==> src/rtl/axi_burst_pkg.sv <==
// Shared encodings, FSM state codes and the burst data pattern rule
// used by the AXI burst write/read-compare engine.
package axi_burst_pkg;

  localparam logic [1:0] AXI_BURST_INCR = 2'b01;
  localparam logic [1:0] AXI_RESP_OKAY  = 2'b00;

  typedef logic [2:0] axi_state_t;

  localparam axi_state_t ST_IDLE = 3'd0;
  localparam axi_state_t ST_AW   = 3'd1;
  localparam axi_state_t ST_WDLY = 3'd2;
  localparam axi_state_t ST_W    = 3'd3;
  localparam axi_state_t ST_B    = 3'd4;
  localparam axi_state_t ST_AR   = 3'd5;
  localparam axi_state_t ST_R    = 3'd6;
  localparam axi_state_t ST_DONE = 3'd7;

  // 32-bit lane value: seed + beat*lanes_per_beat + lane, wrapping mod 2^32.
  function automatic logic [31:0] pattern_lane(
    input logic [31:0] seed,
    input logic [31:0] beat,
    input logic [31:0] lanes,
    input logic [31:0] lane
  );
    return seed + beat * lanes + lane;
  endfunction

endpackage

==> src/rtl/axi_burst_tester_pattern_gen.sv <==
// Maps (seed, beat index) to a full data word, one 32-bit lane per slice,
// lane 0 in the least significant bits.
module axi_burst_pattern_gen
  import axi_burst_pkg::*;
#(
  parameter int DATA_WIDTH = 64,
  parameter int BEAT_W     = 6
) (
  input  logic [31:0]           seed,
  input  logic [BEAT_W-1:0]     beat,
  output logic [DATA_WIDTH-1:0] data
);

  localparam int LANES = DATA_WIDTH / 32;

  generate
    for (genvar gi = 0; gi < LANES; gi++) begin : g_lane
      assign data[gi*32 +: 32] = pattern_lane(seed, 32'(beat), 32'(LANES), 32'(gi));
    end
  endgenerate

endmodule

==> src/rtl/axi_burst_tester.sv <==
// Single INCR burst write of a generated pattern, or burst read compared
// beat by beat against the same pattern, on an AXI4 memory master port.
module axi_burst_tester
  import axi_burst_pkg::*;
#(
  parameter int DATA_WIDTH  = 64,
  parameter int ADDR_WIDTH  = 32,
  parameter int LEN_WIDTH   = 4,
  parameter int ID_WIDTH    = 6,
  parameter int DELAY_WIDTH = 8,
  parameter int TX_ID       = 0
) (
  input  logic                    clk,
  input  logic                    rst_n,
  input  logic                    start_write,
  input  logic                    start_read,
  input  logic [ADDR_WIDTH-1:0]   base_addr,
  input  logic [LEN_WIDTH-1:0]    burst_len,
  input  logic [31:0]             seed,
  input  logic [DELAY_WIDTH-1:0]  cmd_delay,
  output logic                    busy,
  output logic                    done,
  output logic                    addr_error,
  output logic                    resp_error,
  output logic [15:0]             error_count,
  output logic [DATA_WIDTH-1:0]   read_data,

  output logic                    m_memory_awvalid,
  input  logic                    m_memory_awready,
  output logic [ADDR_WIDTH-1:0]   m_memory_awaddr,
  output logic [LEN_WIDTH-1:0]    m_memory_awlen,
  output logic [ID_WIDTH-1:0]     m_memory_awid,
  output logic [2:0]              m_memory_awsize,
  output logic [1:0]              m_memory_awburst,
  output logic                    m_memory_awlock,
  output logic [3:0]              m_memory_awcache,
  output logic [2:0]              m_memory_awprot,
  output logic [3:0]              m_memory_awqos,

  output logic                    m_memory_wvalid,
  input  logic                    m_memory_wready,
  output logic [DATA_WIDTH-1:0]   m_memory_wdata,
  output logic [DATA_WIDTH/8-1:0] m_memory_wstrb,
  output logic                    m_memory_wlast,
  output logic [ID_WIDTH-1:0]     m_memory_wid,

  input  logic                    m_memory_bvalid,
  output logic                    m_memory_bready,
  input  logic [1:0]              m_memory_bresp,
  input  logic [ID_WIDTH-1:0]     m_memory_bid,

  output logic                    m_memory_arvalid,
  input  logic                    m_memory_arready,
  output logic [ADDR_WIDTH-1:0]   m_memory_araddr,
  output logic [LEN_WIDTH-1:0]    m_memory_arlen,
  output logic [ID_WIDTH-1:0]     m_memory_arid,
  output logic [2:0]              m_memory_arsize,
  output logic [1:0]              m_memory_arburst,
  output logic                    m_memory_arlock,
  output logic [3:0]              m_memory_arcache,
  output logic [2:0]              m_memory_arprot,
  output logic [3:0]              m_memory_arqos,

  input  logic                    m_memory_rvalid,
  output logic                    m_memory_rready,
  input  logic [DATA_WIDTH-1:0]   m_memory_rdata,
  input  logic                    m_memory_rlast,
  input  logic [1:0]              m_memory_rresp,
  input  logic [ID_WIDTH-1:0]     m_memory_rid
);

  localparam int BYTES  = DATA_WIDTH / 8;
  localparam int SIZE   = $clog2(BYTES);
  // Two spare bits let the read beat counter run one past len+1 so an
  // overrun is charged exactly once.
  localparam int BEAT_W = LEN_WIDTH + 2;

  axi_state_t              state_q, state_d;
  logic [ADDR_WIDTH-1:0]   addr_q, addr_d;
  logic [LEN_WIDTH-1:0]    len_q, len_d;
  logic [31:0]             seed_q, seed_d;
  logic [DELAY_WIDTH-1:0]  dly_q, dly_d;
  logic [BEAT_W-1:0]       beat_q, beat_d;
  logic                    addr_error_q, addr_error_d;
  logic                    resp_error_q, resp_error_d;
  logic [15:0]             err_cnt_q, err_cnt_d;
  logic [DATA_WIDTH-1:0]   read_data_q, read_data_d;

  logic [ADDR_WIDTH-1:0]   aligned_addr;
  logic [31:0]             span_end;
  logic                    crosses_4k;
  logic [DATA_WIDTH-1:0]   pattern_data;
  logic [BEAT_W-1:0]       last_beat;
  logic                    rd_in_range;
  logic                    rd_mismatch;
  logic                    rd_overrun;
  logic                    rd_early_last;
  logic [1:0]              err_inc;
  logic [16:0]             err_sum;
  logic [15:0]             err_sat;
  logic                    unused_ok;

  axi_burst_pattern_gen #(
    .DATA_WIDTH (DATA_WIDTH),
    .BEAT_W     (BEAT_W)
  ) u_pattern (
    .seed (seed_q),
    .beat (beat_q),
    .data (pattern_data)
  );

  assign aligned_addr = base_addr & ~ADDR_WIDTH'(BYTES - 1);
  assign span_end     = 32'(aligned_addr[11:0]) + (32'(burst_len) + 32'd1) * 32'(BYTES);
  assign crosses_4k   = span_end > 32'd4096;

  assign last_beat     = BEAT_W'(len_q);
  assign rd_in_range   = beat_q <= last_beat;
  assign rd_mismatch   = rd_in_range && (m_memory_rdata != pattern_data);
  assign rd_overrun    = beat_q == (last_beat + BEAT_W'(1));
  assign rd_early_last = m_memory_rlast && (beat_q < last_beat);
  assign err_inc       = {1'b0, rd_mismatch} + {1'b0, rd_overrun} + {1'b0, rd_early_last};
  assign err_sum       = {1'b0, err_cnt_q} + {15'b0, err_inc};
  assign err_sat       = err_sum[16] ? 16'hFFFF : err_sum[15:0];

  always_comb begin
    state_d      = state_q;
    addr_d       = addr_q;
    len_d        = len_q;
    seed_d       = seed_q;
    dly_d        = dly_q;
    beat_d       = beat_q;
    addr_error_d = addr_error_q;
    resp_error_d = resp_error_q;
    err_cnt_d    = err_cnt_q;
    read_data_d  = read_data_q;

    case (state_q)
      ST_IDLE: begin
        if (start_write || start_read) begin
          addr_d       = aligned_addr;
          len_d        = burst_len;
          seed_d       = seed;
          dly_d        = cmd_delay;
          beat_d       = '0;
          addr_error_d = crosses_4k;
          resp_error_d = 1'b0;
          // A simultaneous start_write wins, so the read-side clear is skipped.
          if (!start_write) begin
            err_cnt_d = '0;
          end
          if (crosses_4k) begin
            state_d = ST_DONE;
          end else if (start_write) begin
            state_d = ST_AW;
          end else begin
            state_d = ST_AR;
          end
        end
      end
      ST_AW: begin
        if (m_memory_awready) begin
          state_d = (dly_q == '0) ? ST_W : ST_WDLY;
        end
      end
      ST_WDLY: begin
        dly_d = dly_q - DELAY_WIDTH'(1);
        if (dly_q == DELAY_WIDTH'(1)) begin
          state_d = ST_W;
        end
      end
      ST_W: begin
        if (m_memory_wready) begin
          if (beat_q == last_beat) begin
            beat_d  = '0;
            state_d = ST_B;
          end else begin
            beat_d = beat_q + BEAT_W'(1);
          end
        end
      end
      ST_B: begin
        if (m_memory_bvalid) begin
          if (m_memory_bresp != AXI_RESP_OKAY) begin
            resp_error_d = 1'b1;
          end
          state_d = ST_DONE;
        end
      end
      ST_AR: begin
        if (m_memory_arready) begin
          state_d = ST_R;
        end
      end
      ST_R: begin
        if (m_memory_rvalid) begin
          err_cnt_d   = err_sat;
          read_data_d = m_memory_rdata;
          if (m_memory_rresp != AXI_RESP_OKAY) begin
            resp_error_d = 1'b1;
          end
          if (beat_q <= (last_beat + BEAT_W'(1))) begin
            beat_d = beat_q + BEAT_W'(1);
          end
          if (m_memory_rlast) begin
            state_d = ST_DONE;
          end
        end
      end
      ST_DONE: begin
        state_d = ST_IDLE;
      end
      default: begin
        state_d = ST_IDLE;
      end
    endcase
  end

  always_ff @(posedge clk or negedge rst_n) begin
    if (!rst_n) begin
      state_q      <= ST_IDLE;
      addr_q       <= '0;
      len_q        <= '0;
      seed_q       <= '0;
      dly_q        <= '0;
      beat_q       <= '0;
      addr_error_q <= 1'b0;
      resp_error_q <= 1'b0;
      err_cnt_q    <= '0;
      read_data_q  <= '0;
    end else begin
      state_q      <= state_d;
      addr_q       <= addr_d;
      len_q        <= len_d;
      seed_q       <= seed_d;
      dly_q        <= dly_d;
      beat_q       <= beat_d;
      addr_error_q <= addr_error_d;
      resp_error_q <= resp_error_d;
      err_cnt_q    <= err_cnt_d;
      read_data_q  <= read_data_d;
    end
  end

  // Valids and readies decode straight from the state register, so an
  // asynchronous reset drops them in the same instant.
  assign busy        = state_q != ST_IDLE;
  assign done        = state_q == ST_DONE;
  assign addr_error  = addr_error_q;
  assign resp_error  = resp_error_q;
  assign error_count = err_cnt_q;
  assign read_data   = read_data_q;

  assign m_memory_awvalid = state_q == ST_AW;
  assign m_memory_awaddr  = addr_q;
  assign m_memory_awlen   = len_q;
  assign m_memory_awid    = ID_WIDTH'(TX_ID);
  assign m_memory_awsize  = 3'(SIZE);
  assign m_memory_awburst = AXI_BURST_INCR;
  assign m_memory_awlock  = 1'b0;
  assign m_memory_awcache = 4'b0;
  assign m_memory_awprot  = 3'b0;
  assign m_memory_awqos   = 4'b0;

  assign m_memory_wvalid  = state_q == ST_W;
  assign m_memory_wdata   = pattern_data;
  assign m_memory_wstrb   = '1;
  assign m_memory_wlast   = beat_q == last_beat;
  assign m_memory_wid     = ID_WIDTH'(TX_ID);

  assign m_memory_bready  = state_q == ST_B;

  assign m_memory_arvalid = state_q == ST_AR;
  assign m_memory_araddr  = addr_q;
  assign m_memory_arlen   = len_q;
  assign m_memory_arid    = ID_WIDTH'(TX_ID);
  assign m_memory_arsize  = 3'(SIZE);
  assign m_memory_arburst = AXI_BURST_INCR;
  assign m_memory_arlock  = 1'b0;
  assign m_memory_arcache = 4'b0;
  assign m_memory_arprot  = 3'b0;
  assign m_memory_arqos   = 4'b0;

  assign m_memory_rready  = state_q == ST_R;

  assign unused_ok = ^{m_memory_bid, m_memory_rid};

endmodule

==> config.mk <==
export PLATFORM = sky130hd
export DESIGN_NAME = axi_burst_tester
export DESIGN_NICKNAME = d
export VERILOG_FILES = /design/src/rtl/axi_burst_pkg.sv /design/src/rtl/axi_burst_tester_pattern_gen.sv /design/src/rtl/axi_burst_tester.sv
export SDC_FILE = /design/constraint.sdc
export NUM_CORES = 1
export LEC_CHECK = 0
export BUFFER_PORTS_ARGS = -buffer_cell sky130_fd_sc_hd__buf_2
export CAP_MARGIN = 20
export CORE_MARGIN = 2
export CORE_UTILIZATION = 28
export DETAILED_ROUTE_END_ITERATION = 16
export GPL_TIMING_DRIVEN = 0
export HOLD_SLACK_MARGIN = 0.02
export PLACE_DENSITY = 0.56
export SLEW_MARGIN = 20
export SYNTH_ARGS = -nofsm -noshare
export SYNTH_HDL_FRONTEND = slang
export SYNTH_SLANG_ARGS = --single-unit
==> constraint.sdc <==
create_clock -name clk -period 7.29 [get_ports clk]
set_input_delay 1.458 -clock clk [delete_from_list [all_inputs] [get_ports clk]]
set_output_delay 1.458 -clock clk [all_outputs]
set_load 0.03 [all_outputs]
==> impl_metrics.py <==
metrics = {
    "status": {
        "outcome": "complete, no violations",
    },
    "setup_path": {
        "crit_family": "simple AND/OR/NAND/NOR gates",
        "criticalPathCategory": "reg -> reg",
        "cp_max_fo": 5,
        "start_kind": "flop",
        "cpPeakStageDelay_ns": 0.53,
        "arrival_ns": 7.34,
        "endpoint_kind": "flop",
        "path_buf_inv": 3,
        "cp.required_ns": 7.63,
        "cpMostUsedCell": "and3_1",
        "cp_slowest_cell": "or4_4",
    },
    "floorplan": {
        "die_h_um": 203,
        "die_area_mm2": 0.0413,
        "die_w_um": 203,
        "core_area_mm2": 0.0389,
        "fp-row-count": 72,
        "pin_count": 452,
        "start_util_pct": 28.5,
    },
    "routing": {
        "wl_met3_mm": 2.61,
        "drt-vias-per-instance": 4.65,
        "top_layer_used": "met5",
        "drtAntennaViolNets": 0,
        "drcViolationCount": 0,
        "met1_length_mm": 18.2,
        "drtIter0Drc": 736,
        "wl_per_cell_um": 17.6,
        "routed-wl-met2_mm": 20.6,
        "totalWireLength_mm": 42.2,
        "dr.pass1.iters": 5,
        "vias": 11100,
    },
    "timing": {
        "skew_ns": 0.00747,
        "maxSlewHeadroom_pct": 35.7,
        "fin_crit_sh_pct": 96.0,
        "timing.hold.ws_ns": 0.471,
        "drv_slew": 0,
        "hold_viol_final": 0,
        "setup_viol": 0,
        "tightest_slew_ns": 0.949,
        "fmax_ghz": 0.143,
        "min_period_ns": 7.00,
    },
    "synthesis": {
        "syn_area_mm2": 0.0111,
        "netlist_instances": 1374,
        "async_flop_share_pct": 100,
        "yosysWarnings": 0,
        "yosysMostFrequentCell": "nand2_1",
        "synthFlopType": "dfrtp_1",
        "synth-seq-cells": 164,
        "yosys-top-cells-count": "419 x nand2_1, 164 x dfrtp_1, 102 x buf_4",
        "synth_area_leader_cell": "dfrtp_1",
        "seq_area_frac_synth_pct": 36.9,
        "synth_top_cell_area_share_pct": 36.9,
        "synth-edff-count": 0,
        "synth_area_leaders": "dfrtp_1 37%, nand2_1 14%, buf_4 6.9%",
        "synth_area_per_cell_um2": 8.09,
        "ys_types": 83,
    },
    "min_path": {
        "hp-class": "reg -> reg",
    },
    "clock_tree": {
        "worstSkewPairLatency_ns": 0.45,
        "cts_tree": "built",
        "cts.sinks": 164,
        "htreeDepth": 4,
        "cts_made_buffers": 17,
        "clkTransAtPathRegs_ns": 0.07,
        "clock_path_buffers": 2,
        "cts_root_buf": "clkbuf_16",
    },
    "global_route": {
        "grt_pass1_wl_mm": 62.8,
        "grt_max_degree": 92,
        "grt.total_usage_pct": 19.9,
        "grt_pass1_vias": 10600,
        "antenna_found_initial": 4,
        "grt-ovfl-total": 0,
    },
    "finish": {
        "final_util_pct": 38.9,
        "area_growth_pct": 36.3,
        "drive_above_1_share_pct": 33.8,
        "final_cell_count_no_fill": 2393,
        "nets": 2058,
    },
    "placed_design": {
        "place_inst": 2327,
        "portBuffers": 370,
        "post-dp-hpwl_mm": 33.5,
        "gp_congestion": 0.884,
    },
    "power": {
        "p_total_mw": 7.07,
        "leakage_nw": 7.74,
        "vdd_drop_max_mv": 0.209,
        "power.density_mw_per_mm2": 467,
    },
    "job": {
        "maxCapViolations": 0,
    },
}
cell families after synthesis:
kind of cell / after synthesis / synth area share, %
xor gates and xnor gates: 122 / 10.1
and+or+nand+nor: 646 / 26.3
muxes: 6 / 0.552
DFF: 164 / 36.9
buffers and inverters: 209 / 10.6
adders and majority gates: 32 / 3.87
AOI/OAI and AO/OA: 193 / 11.5
other: 2 / 0.0676
layer usage:
| layer | GRT usage (%) | vias up |
|---|---|---|
| met2 | 33.4 | 405 |
| li1 | - | 5404 |
| met5 | 0 | - |
| met1 | 25.6 | 5276 |
| met4 | 6.47 | 4 |
| met3 | 3.80 | 45 |
what timing repair did:
item	CTS	global route
pin swaps	17	24
gates resized for setup	35	43
cloned	0	2
setup endpoints to repair	16	14
setup buffers	12	19
hold buffers	0	0
cell type report:
cell class,count,area (um2)
well taps,518,648
inverters,58,220
plain buffers,150,972
fillers,4101,23800
flip-flops and latches,164,4110
multi-input cells,1065,6470
clock buffers,18,439
diodes,2,5.00
clock inverters,14,128
repair buffers,404,2150
final timing paths:
| kind | startpoint | slack, ns | end | cells past startpoint |
|---|---|---|---|---|
| max reg2reg | seed_q[1] | 0.29 | error_count[4] | 28 |
| max | seed_q[1] | 0.29 | error_count[4] | 28 |
| min reg2reg | read_data[50] | 0.47 | read_data[50] | 2 |
| min | read_data[50] | 0.47 | read_data[50] | 2 |
| max in group asynchronous | rst_n | 5.41 | m_memory_araddr[31] | 2 |
| min in group asynchronous | rst_n | 0.96 | read_data[22] | 1 |
worst register-to-register path: cells and delay by family (launching register included):
kind	cells	cell delay, ns
flip-flops	1	0.42
XOR/XNOR	1	0.14
adder cells (fa/ha/maj)	5	1.45
multiplexers	2	0.31
AO/OA/AOI/OAI	5	1.29
buffers and inverters	3	0.29
AND/OR/NAND/NOR	12	2.99
power by group:
part / switching (mW) / leakage [nW] / internal, mW / total [mW]
Combinational: 3.10 / 5.43 / 1.44 / 4.53
Clock: 0.411 / 0.269 / 0.481 / 0.891
Sequential: 0.333 / 2.04 / 1.31 / 1.64
metrics by stage:
stage                     TNS [ns]  setup WS (ns)  cell area (um2)
final                            0          0.290            15100
after global routing        -0.146        -0.0238            15100
after CTS                        0         0.0398            14800
after detailed placement    -11.58         -0.959            13900
after global placement      -15.71          -1.20            13900
after floorplan                  0         0.0503            11400
state kept, by name, summed over array words and instances (netlist names):
name	cells
addr_error	1
beat_q	6
dly_q	8
error_count	16
m_memory_araddr	29
m_memory_arlen	4
read_data	64
resp_error	1
seed_q	32
state_q	3
cells in the final DEF (no fill, tap or decap), drive strengths merged, types with 8 or more instances in the layout:
| cell | n |
|---|---|
| clkbuf | 57 |
| xnor2 | 84 |
| dfrtp | 164 |
| o21ai | 71 |
| conb | 66 |
| nor4 | 16 |
| a21oi | 30 |
| nand2 | 419 |
| nor2 | 56 |
| ha | 28 |
| xor2 | 37 |
| and3 | 22 |
| buf | 515 |
| o211ai | 13 |
| nor3 | 20 |
| a22o | 11 |
| and2 | 8 |
| nand4 | 16 |
| nand3 | 34 |
| inv | 61 |
Note: power is estimated with default switching activity, not from simulation.
